--- config.mk ---
export PLATFORM = sky130hd
export DESIGN_NAME = digdug_bus_sched
export DESIGN_NICKNAME = d
export VERILOG_FILES = /design/src/rtl/digdug_bus_pkg.sv /design/src/rtl/digdug_rr_pick.sv /design/src/rtl/digdug_bus_sched.sv
export SDC_FILE = /design/constraint.sdc
export NUM_CORES = 1
export LEC_CHECK = 0
export ABC_AREA = 1
export BUFFER_PORTS_ARGS = -buffer_cell sky130_fd_sc_hd__buf_2
export CAP_MARGIN = 20
export CORE_UTILIZATION = 40
export CTS_CLUSTER_DIAMETER = 80
export DETAILED_ROUTE_END_ITERATION = 6
export PLACE_DENSITY_LB_ADDON = 0.2
export SYNTH_ARGS = -nofsm -noshare
export SYNTH_HDL_FRONTEND = slang
export SYNTH_SLANG_ARGS = --single-unit
--- constraint.sdc ---
create_clock -name MCLK -period 5.69 [get_ports MCLK]
set_input_delay 0.569 -clock MCLK [delete_from_list [all_inputs] [get_ports MCLK]]
set_output_delay 0.569 -clock MCLK [all_outputs]
set_load 0.005 [all_outputs]
--- src/rtl/digdug_bus_pkg.sv ---
// digdug_bus_pkg: shared types and defaults
// for the three-Z80 bus slot scheduler.
package digdug_bus_pkg;

    typedef enum logic [1:0] {
        PICK,
        ACCESS,
        WAIT
    } bus_st_t;

    localparam int NCPU_DEF    = 3;
    localparam int DIV_DEF     = 4;
    localparam int MAXWAIT_DEF = 7;

    function automatic int phase_w(input int div);
        return (div < 3) ? 1 : $clog2(div);
    endfunction

endpackage

--- src/rtl/digdug_rr_pick.sv ---
// digdug_rr_pick: combinational round-robin finder,
// first eligible requester after the pointer.
module digdug_rr_pick
    import digdug_bus_pkg::*;
#(
    parameter int N = NCPU_DEF
) (
    input  logic [$clog2(N)-1:0] ptr,
    input  logic [N-1:0]         elig,
    output logic [N-1:0]         gnt,
    output logic [$clog2(N)-1:0] idx,
    output logic                 none
);

    localparam int IW = $clog2(N);

    logic [IW-1:0] c;

    always_comb begin
        gnt  = '0;
        idx  = '0;
        none = 1'b1;
        c    = '0;
        for (int k = 1; k <= N; k++) begin
            c = IW'((int'(ptr) + k) % N);
            if (none && elig[c]) begin
                none   = 1'b0;
                idx    = c;
                gnt[c] = 1'b1;
            end
        end
    end

endmodule

--- src/rtl/digdug_bus_sched.sv ---
// digdug_bus_sched: round-robin slot scheduler for
// the shared CPU-to-device bus, with read wait states.
module digdug_bus_sched
    import digdug_bus_pkg::*;
#(
    parameter int NCPU    = NCPU_DEF,
    parameter int DIV     = DIV_DEF,
    parameter int MAXWAIT = MAXWAIT_DEF
) (
    input  logic            MCLK,
    input  logic            RST_N,
    input  logic [NCPU-1:0] CPU_RST,
    input  logic [NCPU-1:0] REQ_RD,
    input  logic [NCPU-1:0] REQ_WR,
    input  logic            DEV_DV,
    output logic [NCPU-1:0] GNT,
    output logic [NCPU-1:0] CPU_CE,
    output logic            DEV_RD,
    output logic            DEV_WR,
    output logic            SLOT_ST,
    output logic            TIMEOUT
);

    localparam int PW = phase_w(DIV);
    localparam int IW = $clog2(NCPU);

    bus_st_t         st;
    logic [PW-1:0]   phase;
    logic [7:0]      wcnt;
    logic [IW-1:0]   ptr;
    logic [NCPU-1:0] gnt_q;

    logic [NCPU-1:0] p_gnt;
    logic [IW-1:0]   p_idx;
    logic            p_none;

    logic [NCPU-1:0] cur;
    logic            rd, wr, abort, last, tmo, done;

    digdug_rr_pick #(.N(NCPU)) u_pick (
        .ptr  (ptr),
        .elig (~CPU_RST),
        .gnt  (p_gnt),
        .idx  (p_idx),
        .none (p_none)
    );

    // The grant is live from the PICK cycle so the mux settles early.
    assign cur   = (st == PICK) ? p_gnt : gnt_q;
    assign rd    = |(cur & REQ_RD & ~REQ_WR);
    assign wr    = |(cur & REQ_WR);
    assign abort = (st != PICK) && |(gnt_q & CPU_RST);
    assign last  = (st == ACCESS) && (phase == PW'(DIV - 1));
    assign tmo   = (st == WAIT) && !DEV_DV
                && (wcnt == 8'(MAXWAIT - 1));
    assign done  = !abort
                && ((last && (!rd || DEV_DV))
                 || ((st == WAIT) && (DEV_DV || tmo)));

    assign GNT     = RST_N ? cur : '0;
    assign CPU_CE  = (RST_N && done) ? gnt_q : '0;
    assign DEV_RD  = RST_N && rd;
    assign DEV_WR  = RST_N && last && wr && !abort;
    assign SLOT_ST = RST_N && (st == PICK);
    assign TIMEOUT = RST_N && tmo && !abort;

    always_ff @(posedge MCLK or negedge RST_N) begin
        if (!RST_N) begin
            st    <= PICK;
            phase <= '0;
            wcnt  <= '0;
            ptr   <= IW'(NCPU - 1);
            gnt_q <= '0;
        end else begin
            unique case (st)
                PICK: begin
                    gnt_q <= p_gnt;
                    if (!p_none) ptr <= p_idx;
                    phase <= PW'(1);
                    st    <= ACCESS;
                end
                ACCESS: begin
                    if (abort || (last && done)) begin
                        st    <= PICK;
                        phase <= '0;
                    end else if (last) begin
                        st   <= WAIT;
                        wcnt <= '0;
                    end else begin
                        phase <= phase + PW'(1);
                    end
                end
                WAIT: begin
                    if (abort || done) begin
                        st    <= PICK;
                        phase <= '0;
                    end else begin
                        wcnt <= wcnt + 8'd1;
                    end
                end
                default: st <= PICK;
            endcase
        end
    end

endmodule

==> impl_metrics.csv, run 1 <==
group,metric,value,unit
run_status,status,"finished clean",
final_layout,final_util,47.6,%
detailed_routing,detail_route.vias_per_cell,4.83,
detailed_routing,highest_layer,"met4",
global_routing,antenna_found_initial,0,
setup_path,crit_path_start_kind,"register",
detailed_routing,final_antenna_net_count,0,
floorplanning,die_w,64.5,um
final_layout,antennaDiodeCount,0,
floorplanning,die-height,64.5,um
clock_tree,cts_sinks,17,
sta,post-route-min-period,3030,ps
floorplanning,row_count,22,
detailed_routing,drc_errors,0,
final_layout,fillers,378,
clock_tree,postCtsSetupBuffers,0,
synthesis,ys_seq_area_share,27.3,%
synthesis,syn_area,1560,sq um
power_and_ir_drop,power.density,507,nW/um^2
sta,rsz0062_at_grt,"false",
sta,tightest_slew,482,ps
sta,hold_viol,0,
clock_tree,clk_pin_slew,60,ps
detailed_routing,drt_iter0_markers,160,
flow_run,maxCapViolations,0,
clock_tree,clk_latency,250,ps
clock_tree,cts_tree,"done",
setup_path,critical_path_arrival,2460,ps
global_routing,grt_max_degree,24,
global_routing,grt.overflow.total,0,
setup_path,worst_setup_path_end_kind,"output port",
placed_design,dp_hpwl,2.66,mm
detailed_routing,wl_met1,1.64,mm
clock_tree,hold_buffers,0,
final_layout,nets,278,
sta,slew_headroom,67.9,%
global_routing,grt_pass1_wl,5.86,mm
power_and_ir_drop,cellLeakagePower,0.994,nW
floorplanning,dieArea,4160,sq um
detailed_routing,dr_wl_met3,177,um
synthesis,syn_area_per_cell,6.82,sq um
detailed_routing,wl_per_cell,11.2,um
final_layout,final_cell_mix,"nand2_1 (69), inv_1 (33), nor2_1 (24)",
placed_design,numPortBuffers,21,
clock_tree,clockRootBuffer,"clkbuf_8",
floorplanning,initial_core_util,42.0,%
final_layout,finalNonFillerCells,301,
sta,setup_tns,0,ps
placed_design,dp.cells,297,
sta,timing.final.ws_setup,2660,ps
global_routing,grt_util_all_layers,17.9,%
min_path,hold_path_class,"in2async",
detailed_routing,wl_met2,1.52,mm
synthesis,syn_inst,229,
floorplanning,fp.coreArea,3720,sq um
clock_tree,cts_buffers,3,
sta,setup_viol,0,
setup_path,worstPathMaxFanout,6,
clock_tree,cts_max_level,1,
final_layout,layout_commonest_cell,"nand2_1",
detailed_routing,dr.pass1.iters,4,
synthesis,synth.distinct_cells,32,
synthesis,postSynthNetCount,253,
sta,fmax,330,MHz
detailed_routing,dr_total_vias,1454,
clock_tree,clockBufferDepth,2,
placed_design,routabilityCongestion,0.946,
setup_path,worstPathRequired,5120,ps
synthesis,ys_seq_elements,17,
sta,post-route-period-util,53.2,%
power_and_ir_drop,irDropWorstVdd,0.192,mV
final_layout,syn_to_final_growth,13.2,%
sta,slew_violations,0,
placed_design,place_ws,2940,ps
clock_tree,postCtsResizedCells,0,
sta,finClkSkew,1.94,ps
detailed_routing,wirelength,3.37,mm
synthesis,yosysWarnings,0,
floorplanning,num_io_pins,22,
global_routing,grt_pass1_vias,1376,
final_layout,layout-drive-gt1-share,19.4,%
setup_path,path_class,"reg2out",
stage by stage:
step	total power, W	area [sq um]	hold slack, ps
after detailed placement	0.000807	1720	502
after floorplan	0.000673	1560	273
after CTS	0.000904	1770	289
after global routing	0.00100	1770	314
final	0.000896	1770	270
after global placement	0.000811	1720	494
worst max-delay path, stage by stage (launching register included):
cell	delay [ps]
dfrtp_1	390
inv_1	70
ha_1	370
inv_2	120
nand2_2	70
nand3_2	100
nand2_4	80
nor2_4	110
nand2_2	50
nand2_2	60
nand3_2	70
nand3_2	70
nand3_2	70
nand2_2	80
nand2_4	60
nand2_1	60
nand3_1	110
nor2_1	120
buf_2	120
cells in the mapped netlist (all sizes together):
cell type	count	area [sq um]
o21a	1	7.51
dfstp	1	26.3
a21oi	8	51.3
dfrtp	16	400
nand2	77	324
o31ai	1	7.51
ha	12	150
a21o	1	7.51
a22oi	1	7.51
nand3	27	188
xnor2	1	8.76
or2	1	6.26
clkbuf	1	3.75
o21ai	6	30.0
nor4b	1	8.76
nor3b	2	15.0
inv	35	131
nand4	6	37.5
nand3b	1	7.51
a31o	1	8.76
nor2	26	108
o221ai	1	8.76
xor2	2	17.5
layer usage:
layer  vias up  global-route usage [%]
met5         -                       0
met3         2                    3.52
met4         0                    3.33
li1        772                       -
met2        33                    31.1
met1       647                    23.0
layout make-up:
type	instances	area (sq um)	area share [%]
timing repair buffer	21	105	5.94
clock buffer	4	45.0	2.55
sequential	17	427	24.1
multi-input combinational	176	1000	56.5
tap	48	60.1	3.40
inverter	35	131	7.43
final timing paths:
check | to | cells past startpoint | from | slack [ps]
max | CPU_CE[0] | 18 | ptr[0] | 2660
min | gnt_q[2] | 1 | RST_N | 270
max reg2reg | wcnt[2] | 18 | ptr[0] | 3110
min reg2reg | phase[1] | 2 | phase[1] | 520
max in group asynchronous | ptr[1] | 1 | RST_N | 5070
min in group MCLK | phase[1] | 2 | phase[1] | 520
state kept, by name (all words and copies together) (netlist names):
| register | count |
|---|---|
| wcnt | 8 |
| gnt_q | 3 |
| phase | 2 |
| ptr | 2 |
| st | 2 |
kinds of logic after synthesis:
group	Yosys count	synth area share [%]
AOI/OAI and AO/OA	20	8.25
buffers and inverters	36	8.65
and+or+nand+nor	141	44.5
xor gates and xnor gates	3	1.68
adders and majority gates	12	9.62
DFF	17	27.3
power breakdown:
group	internal [W]	leakage, nW	switching, W
clock	0.0000497	0.0228	0.0000413
sequential	0.000162	0.220	0.0000266
combinational	0.000205	0.752	0.000412
total	0.000417	0.994	0.000479
Power figures use the tool's default switching activity.
==> inputs of run 2 (changes only) <==
--- a/config.mk
+++ b/config.mk
@@ -5,7 +5,7 @@
 export SDC_FILE = /design/constraint.sdc
 export NUM_CORES = 1
 export LEC_CHECK = 0
-export ABC_AREA = 1
+export ABC_AREA = 0
 export BUFFER_PORTS_ARGS = -buffer_cell sky130_fd_sc_hd__buf_2
 export CAP_MARGIN = 20
 export CORE_UTILIZATION = 40
==> constraint.sdc (replaced) <==
create_clock -name MCLK -period 3.15 [get_ports MCLK]
set_input_delay 0.315 -clock MCLK [delete_from_list [all_inputs] [get_ports MCLK]]
set_output_delay 0.315 -clock MCLK [all_outputs]
set_load 0.005 [all_outputs]
==> run 2 against run 1 <==
Worst setup slack worse by 2600 ps. Count of clock-buffer cells in the layout did not move. Die area grew 4.2%. Synthesized cell count is 20% lower. Wire length up 24%. Critical path depth decreased by 9. Critical endpoint unchanged.
==> impl_metrics.csv, run 2 <==
group,metric,value,unit
floorplanning,fp.coreArea,3770,sq um
sta,slew_violations,0,
synthesis,syn_area_per_cell,8.85,sq um
clock_tree,clockRootBuffer,"clkbuf_8",
synthesis,syn_inst,184,
synthesis,yosys-top-cells-area,"dfrtp_1 (25%), ha_1 (9.2%), a21oi_1 (4.6%), nand2_1 (3.2%), o31ai_1 (3.2%)",
synthesis,synth-edff-count,0,
final_layout,largest_reg_flops,8,
final_layout,final_util,54.7,%
detailed_routing,detail_route.vias_per_cell,5.92,
global_routing,antenna_found_initial,0,
detailed_routing,dr_total_vias,1574,
synthesis,synth_most_common_cell,"dfrtp_1",
sta,setup_viol,0,
detailed_routing,wl_per_cell,15.7,um
detailed_routing,drt_iter0_markers,100,
power_and_ir_drop,cellLeakagePower,0.926,nW
synthesis,synth.distinct_cells,54,
detailed_routing,drc_errors,0,
power_and_ir_drop,power.share.clock,7.9,%
run_status,status,"finished clean",
power_and_ir_drop,p_int,0.00109,W
detailed_routing,dr.pass1.iters,4,
final_layout,syn_to_final_growth,26.7,%
setup_path,worstPathRequired,2830,ps
setup_path,worst_setup_path_end_kind,"output port",
power_and_ir_drop,combPwrFrac,75.0,%
sta,finClkSkew,6.02,ps
final_layout,antennaDiodeCount,0,
synthesis,synth_compound_area_share,30.2,%
sta,fmax,321,MHz
placed_design,dp_hpwl,3.07,mm
synthesis,ys_seq_area_share,26.2,%
synthesis,postSynthNetCount,208,
power_and_ir_drop,power.density,1000,nW/um^2
sta,hold_viol,0,
detailed_routing,wirelength,4.18,mm
synthesis,synthTopCellsByCount,"dfrtp_1 (16), a21oi_1 (15), nand2_1 (14)",
synthesis,async_flop_share,100,%
final_layout,largest_registers,"wcnt (8), gnt_q (3)",
min_path,hold_path_class,"in2async",
floorplanning,dieArea,4330,sq um
setup_path,crit_path_start_kind,"register",
power_and_ir_drop,pwr-share-seq,17.2,%
synthesis,syn_area,1630,sq um
synthesis,synthSimpleGateAreaFrac,24.3,%
placed_design,routabilityCongestion,0.873,
sta,slew_headroom,62.4,%
final_layout,layout-drive-gt1-share,32.6,%
floorplanning,num_io_pins,22,
setup_path,worstPathMaxFanout,10,
final_layout,top_register,"wcnt",
global_routing,grt_pass1_vias,1483,
synthesis,synth-xor-area-share,0,%
power_and_ir_drop,switchingPower,0.000974,W
sta,tightest_slew,560,ps
floorplanning,die-height,65.8,um
floorplanning,row_count,22,
flow_run,maxCapViolations,0,
clock_tree,cts_sinks,17,
setup_path,path_class,"reg2out",
setup_path,critical_path_arrival,2800,ps
sta,post-route-period-util,98.8,%
floorplanning,die_w,65.8,um
clock_tree,clk_pin_slew,70,ps
final_layout,nets,243,
synthesis,synth_fa_ha_area_share,9.22,%
clock_tree,clk_latency,250,ps
detailed_routing,final_antenna_net_count,0,
synthesis,ys_seq_elements,17,
global_routing,grt_max_degree,26,
global_routing,grt_util_all_layers,20.5,%
clock_tree,cts_buffers,3,
power_and_ir_drop,swShare,47.2,%
synthesis,yosysTopAreaCellShare,24.6,%
placed_design,numPortBuffers,21,
final_layout,final_cell_mix,"buf_2 (21), dfrtp_1 (16), buf_4 (15)",
synthesis,muxShareOfSynthArea,5.15,%
synthesis,yosysWarnings,0,
sta,hold_ws,16.3,ps
floorplanning,initial_core_util,43.2,%
power_and_ir_drop,irDropWorstVdd,0.320,mV
global_routing,grt.overflow.total,0,
synthesis,synth_top_family_by_area,"compound AO/OA/AOI/OAI gates",
global_routing,grt_pass1_wl,6.84,mm
power_and_ir_drop,total_power,0.00206,W
final_layout,layout_commonest_cell,"buf_2",
synthesis,ys.flop_type,"dfrtp_1",
setup_path,regToRegSetupSlack,90,ps
clock_tree,hold_buffers,0,
clock_tree,cts_max_level,1,
clock_tree,clockBufferDepth,2,
placed_design,dpl_cell_area,1810,sq um
synthesis,synth_top_area_cell,"dfrtp_1",
clock_tree,cts_tree,"done",
final_layout,stdcell_area,2060,sq um
sta,rsz0062_at_grt,"true",
sta,post-route-min-period,3110,ps
run 2: metal layers:
layer  global-route usage (%)  vias up  part of all wire (%)
li1                         -      764                     -
met1                     26.6      765                    46
met2                     33.7       39                    47
met3                     3.28        6                   5.2
met4                     8.42        0                   1.6
met5                        0        -                     0
run 2: what timing repair did:
action                     4_1_cts  5_1_grt
pin swaps                       10        8
buffers inserted                 9        1
resized for setup               22        8
setup endpoints to repair        3        5
run 2: path summary, 6_finish.rpt:
check | from | to | cells past startpoint
max | ptr[1] | CPU_CE[0] | 9
min | RST_N | wcnt[3] | 1
max reg2reg | ptr[1] | wcnt[1] | 10
min reg2reg | phase[1] | phase[1] | 2
max in group asynchronous | RST_N | ptr[1] | 1
min in group MCLK | phase[1] | phase[1] | 2
run 2: final cells by class:
cell class	count	area, sq um
tap	48	60.1
fill	342	1710
timing repair buffer	38	240
clock buffer	4	45.0
multi-input combinational	148	1250
inverter	11	41.3
sequential	17	427
run 2: stage by stage:
stage,instances,setup WS [ps],setup TNS (ps)
floorplan,184,143,0
global placement,252,120,0
detailed placement,252,27.3,0
CTS,265,-13.2,-29.0
global route,266,-90.2,-292
finish,266,38.2,0
run 2: worst max-delay path, stage by stage (launching register included):
cell	delay [ps]
dfstp_2	580
ha_4	220
buf_6	140
o41ai_4	410
a31oi_4	160
nor4b_4	280
nor4_2	90
o311a_1	400
and2_1	150
buf_2	120
run 2: cell families after synthesis:
family / count (synthesis)
muxes: 8
DFF: 17
adders and majority gates: 12
and+or+nand+nor: 66
AOI/OAI and AO/OA: 62
buffers and inverters: 19
run 2: power groups by stage:
| stage | Sequential (W) | Clock [W] | Combinational, W |
|---|---|---|---|
| 6_report | 0.000354 | 0.000163 | 0.00155 |
| 5_1_grt | 0.000363 | 0.000178 | 0.00168 |
| 4_1_cts | 0.000352 | 0.000168 | 0.00147 |
| 3_5_place_dp | 0.000355 | 0 | 0.00125 |
| 3_3_place_gp | 0.000351 | 0 | 0.00122 |
| 2_1_floorplan | 0.000337 | 0 | 0.000951 |
==> inputs of run 3 (changes only) <==
==> constraint.sdc (replaced) <==
create_clock -name MCLK -period 3.3 [get_ports MCLK]
set_input_delay 0.33 -clock MCLK [delete_from_list [all_inputs] [get_ports MCLK]]
set_output_delay 0.33 -clock MCLK [all_outputs]
set_load 0.005 [all_outputs]
==> run 3 against run 2 <==
Via count decreased by 4.4%. Count of clock-buffer cells in the layout unchanged. Combinational power decreased by 17%. Sequential share of layout area increased by 1.7 points. Cell count decreased by 2.6%. First-iteration DRC count decreased by 17%. Clock skew decreased by 1.3 ps. Wire length decreased by 1.3%. Global-route usage decreased by 0.45 points. Largest cell class unchanged. Highest routed layer unchanged.
==> impl_metrics.csv, run 3 (same netlist as run 2, synthesis figures left out) <==
group,metric,value,unit
run_status,status,"finished clean",
final_layout,fillers,367,
final_layout,final_cell_mix,"buf_2 (21), dfrtp_1 (16), a21oi_1 (15)",
power_and_ir_drop,swShare,48.2,%
placed_design,numPortBuffers,21,
clock_tree,clockRootBuffer,"clkbuf_8",
floorplanning,fp.coreArea,3770,sq um
final_layout,top_register,"wcnt",
clock_tree,cts_sinks,17,
final_layout,layout_commonest_cell,"buf_2",
min_path,hold_path_class,"in2async",
setup_path,crit_path_start_kind,"register",
detailed_routing,final_antenna_net_count,0,
final_layout,largest_reg_flops,8,
final_layout,largest_registers,"wcnt (8), gnt_q (3)",
sta,slew_violations,0,
final_layout,syn_to_final_growth,17.3,%
detailed_routing,dr_total_vias,1505,
power_and_ir_drop,combPwrFrac,72.3,%
clock_tree,clockBufferDepth,2,
power_and_ir_drop,pwr-share-seq,18.7,%
setup_path,worst_setup_path_end_kind,"output port",
floorplanning,initial_core_util,43.2,%
sta,tightest_slew,527,ps
detailed_routing,dr.pass1.iters,4,
global_routing,grt_pass1_vias,1487,
power_and_ir_drop,cellLeakagePower,0.876,nW
global_routing,grt_util_all_layers,20.1,%
final_layout,final_util,50.7,%
final_layout,antennaDiodeCount,0,
clock_tree,cts_tree,"done",
global_routing,antenna_found_initial,0,
setup_path,worstPathMaxFanout,4,
placed_design,place_ws,165,ps
placed_design,dp_hpwl,3.15,mm
final_layout,layout-drive-gt1-share,26.1,%
global_routing,grt.overflow.total,0,
detailed_routing,detail_route.vias_per_cell,5.81,
clock_tree,clk_pin_slew,70,ps
detailed_routing,drc_errors,0,
sta,timing.final.ws_setup,75.9,ps
clock_tree,cts_max_level,1,
detailed_routing,drt_iter0_markers,83,
setup_path,critical_path_arrival,2890,ps
sta,finClkSkew,4.76,ps
setup_path,worstPathRequired,2970,ps
sta,fmax,310,MHz
floorplanning,row_count,22,
sta,post-route-period-util,97.7,%
global_routing,grt_max_degree,26,
sta,setup_viol,0,
sta,post-route-min-period,3220,ps
flow_run,maxCapViolations,0,
final_layout,nets,236,
sta,slew_headroom,64.6,%
setup_path,path_class,"reg2out",
clock_tree,cts_buffers,3,
power_and_ir_drop,p_int,0.000915,W
clock_tree,clk_latency,250,ps
floorplanning,die-height,65.8,um
floorplanning,die_w,65.8,um
sta,setup_tns,0,ps
detailed_routing,wirelength,4.12,mm
placed_design,routabilityCongestion,0.893,
power_and_ir_drop,irDropWorstVdd,0.321,mV
power_and_ir_drop,power.density,924,nW/um^2
floorplanning,dieArea,4330,sq um
sta,hold_viol,0,
floorplanning,num_io_pins,22,
power_and_ir_drop,power.share.clock,9.0,%
detailed_routing,wl_per_cell,15.9,um
global_routing,grt_pass1_wl,6.81,mm
power_and_ir_drop,switchingPower,0.000851,W
==> run 3: cell count changes in the layout (fill, tap and decap cells not counted), moves of 2 or more <==
cell	previous run	this run
a21oi_1	13	15
a21oi_2	2	0
buf_4	15	10
buf_6	2	0
ha_2	1	3
ha_4	3	0
inv_1	9	11
inv_2	2	0
o21ai_2	2	0
o31ai_2	1	3
==> run 3: final timing paths <==
check | cells after the start | slack (ps) | to | startpoint
min in group MCLK | 2 | 510 | phase[1] | phase[1]
min | 1 | 30 | wcnt[3] | RST_N
max | 9 | 80 | CPU_CE[2] | ptr[1]
max reg2reg | 10 | 120 | wcnt[7] | ptr[1]
max in group asynchronous | 1 | 2910 | ptr[1] | RST_N
min reg2reg | 2 | 510 | phase[1] | phase[1]
==> run 3: layout make-up <==
| cell class | instances | area, sq um | area share, % |
|---|---|---|---|
| clock buffers | 4 | 45.0 | 2.36 |
| inverters | 11 | 41.3 | 2.16 |
| repair buffers | 31 | 180 | 9.43 |
| multi-input cells | 148 | 1160 | 60.6 |
| well taps | 48 | 60.1 | 3.14 |
| flip-flops and latches | 17 | 427 | 22.3 |
==> run 3: metrics by stage <==
step,hold slack (ps),cell area [sq um],instances,power [W]
final,31.4,1910,259,0.00177
after global routing,65.7,1910,259,0.00192
after CTS,45.2,1870,257,0.00173
after detailed placement,321,1790,250,0.00152
after global placement,311,1790,250,0.00149
after floorplan,34.4,1630,184,0.00123
==> run 3: power groups by stage <==
stage               clock network, W  registers, W  logic, W
finish                      0.000158      0.000331   0.00128
global route                0.000173      0.000341   0.00140
CTS                         0.000161      0.000331   0.00123
detailed placement                 0      0.000339   0.00119
global placement                   0      0.000334   0.00116
floorplan                          0      0.000322  0.000907
==> run 3: layer usage <==
| layer | up-vias | wire length (um) | GRT usage [%] | share of wire (%) |
|---|---|---|---|---|
| li1 | 746 | - | - | - |
| met3 | 6 | 175 | 2.24 | 4.2 |
| met2 | 43 | 2040 | 35.8 | 50 |
| met1 | 710 | 1860 | 25.2 | 45 |
| met4 | 0 | 41 | 5.71 | 0.99 |
| met5 | - | 0 | 0 | 0 |
==> run 3: what timing repair did <==
| item | 4_1_cts | 5_1_grt |
|---|---|---|
| endpoints found under the setup margin | 3 | 3 |
| setup buffers | 3 | 2 |
| gates resized for setup | 4 | 7 |
| pin swaps | 2 | 3 |
| hold buffers | 0 | 0 |
| cloned | 0 | 0 |
==> run 3: critical path: stages (launching register included) <==
cell and delay, ps:
dfstp_2 560, ha_2 250, mux2i_2 290, a21oi_1 150, o21a_1 240, a2111oi_4 390
nor4_2 90, o311a_1 390, and2_1 160, buf_2 120
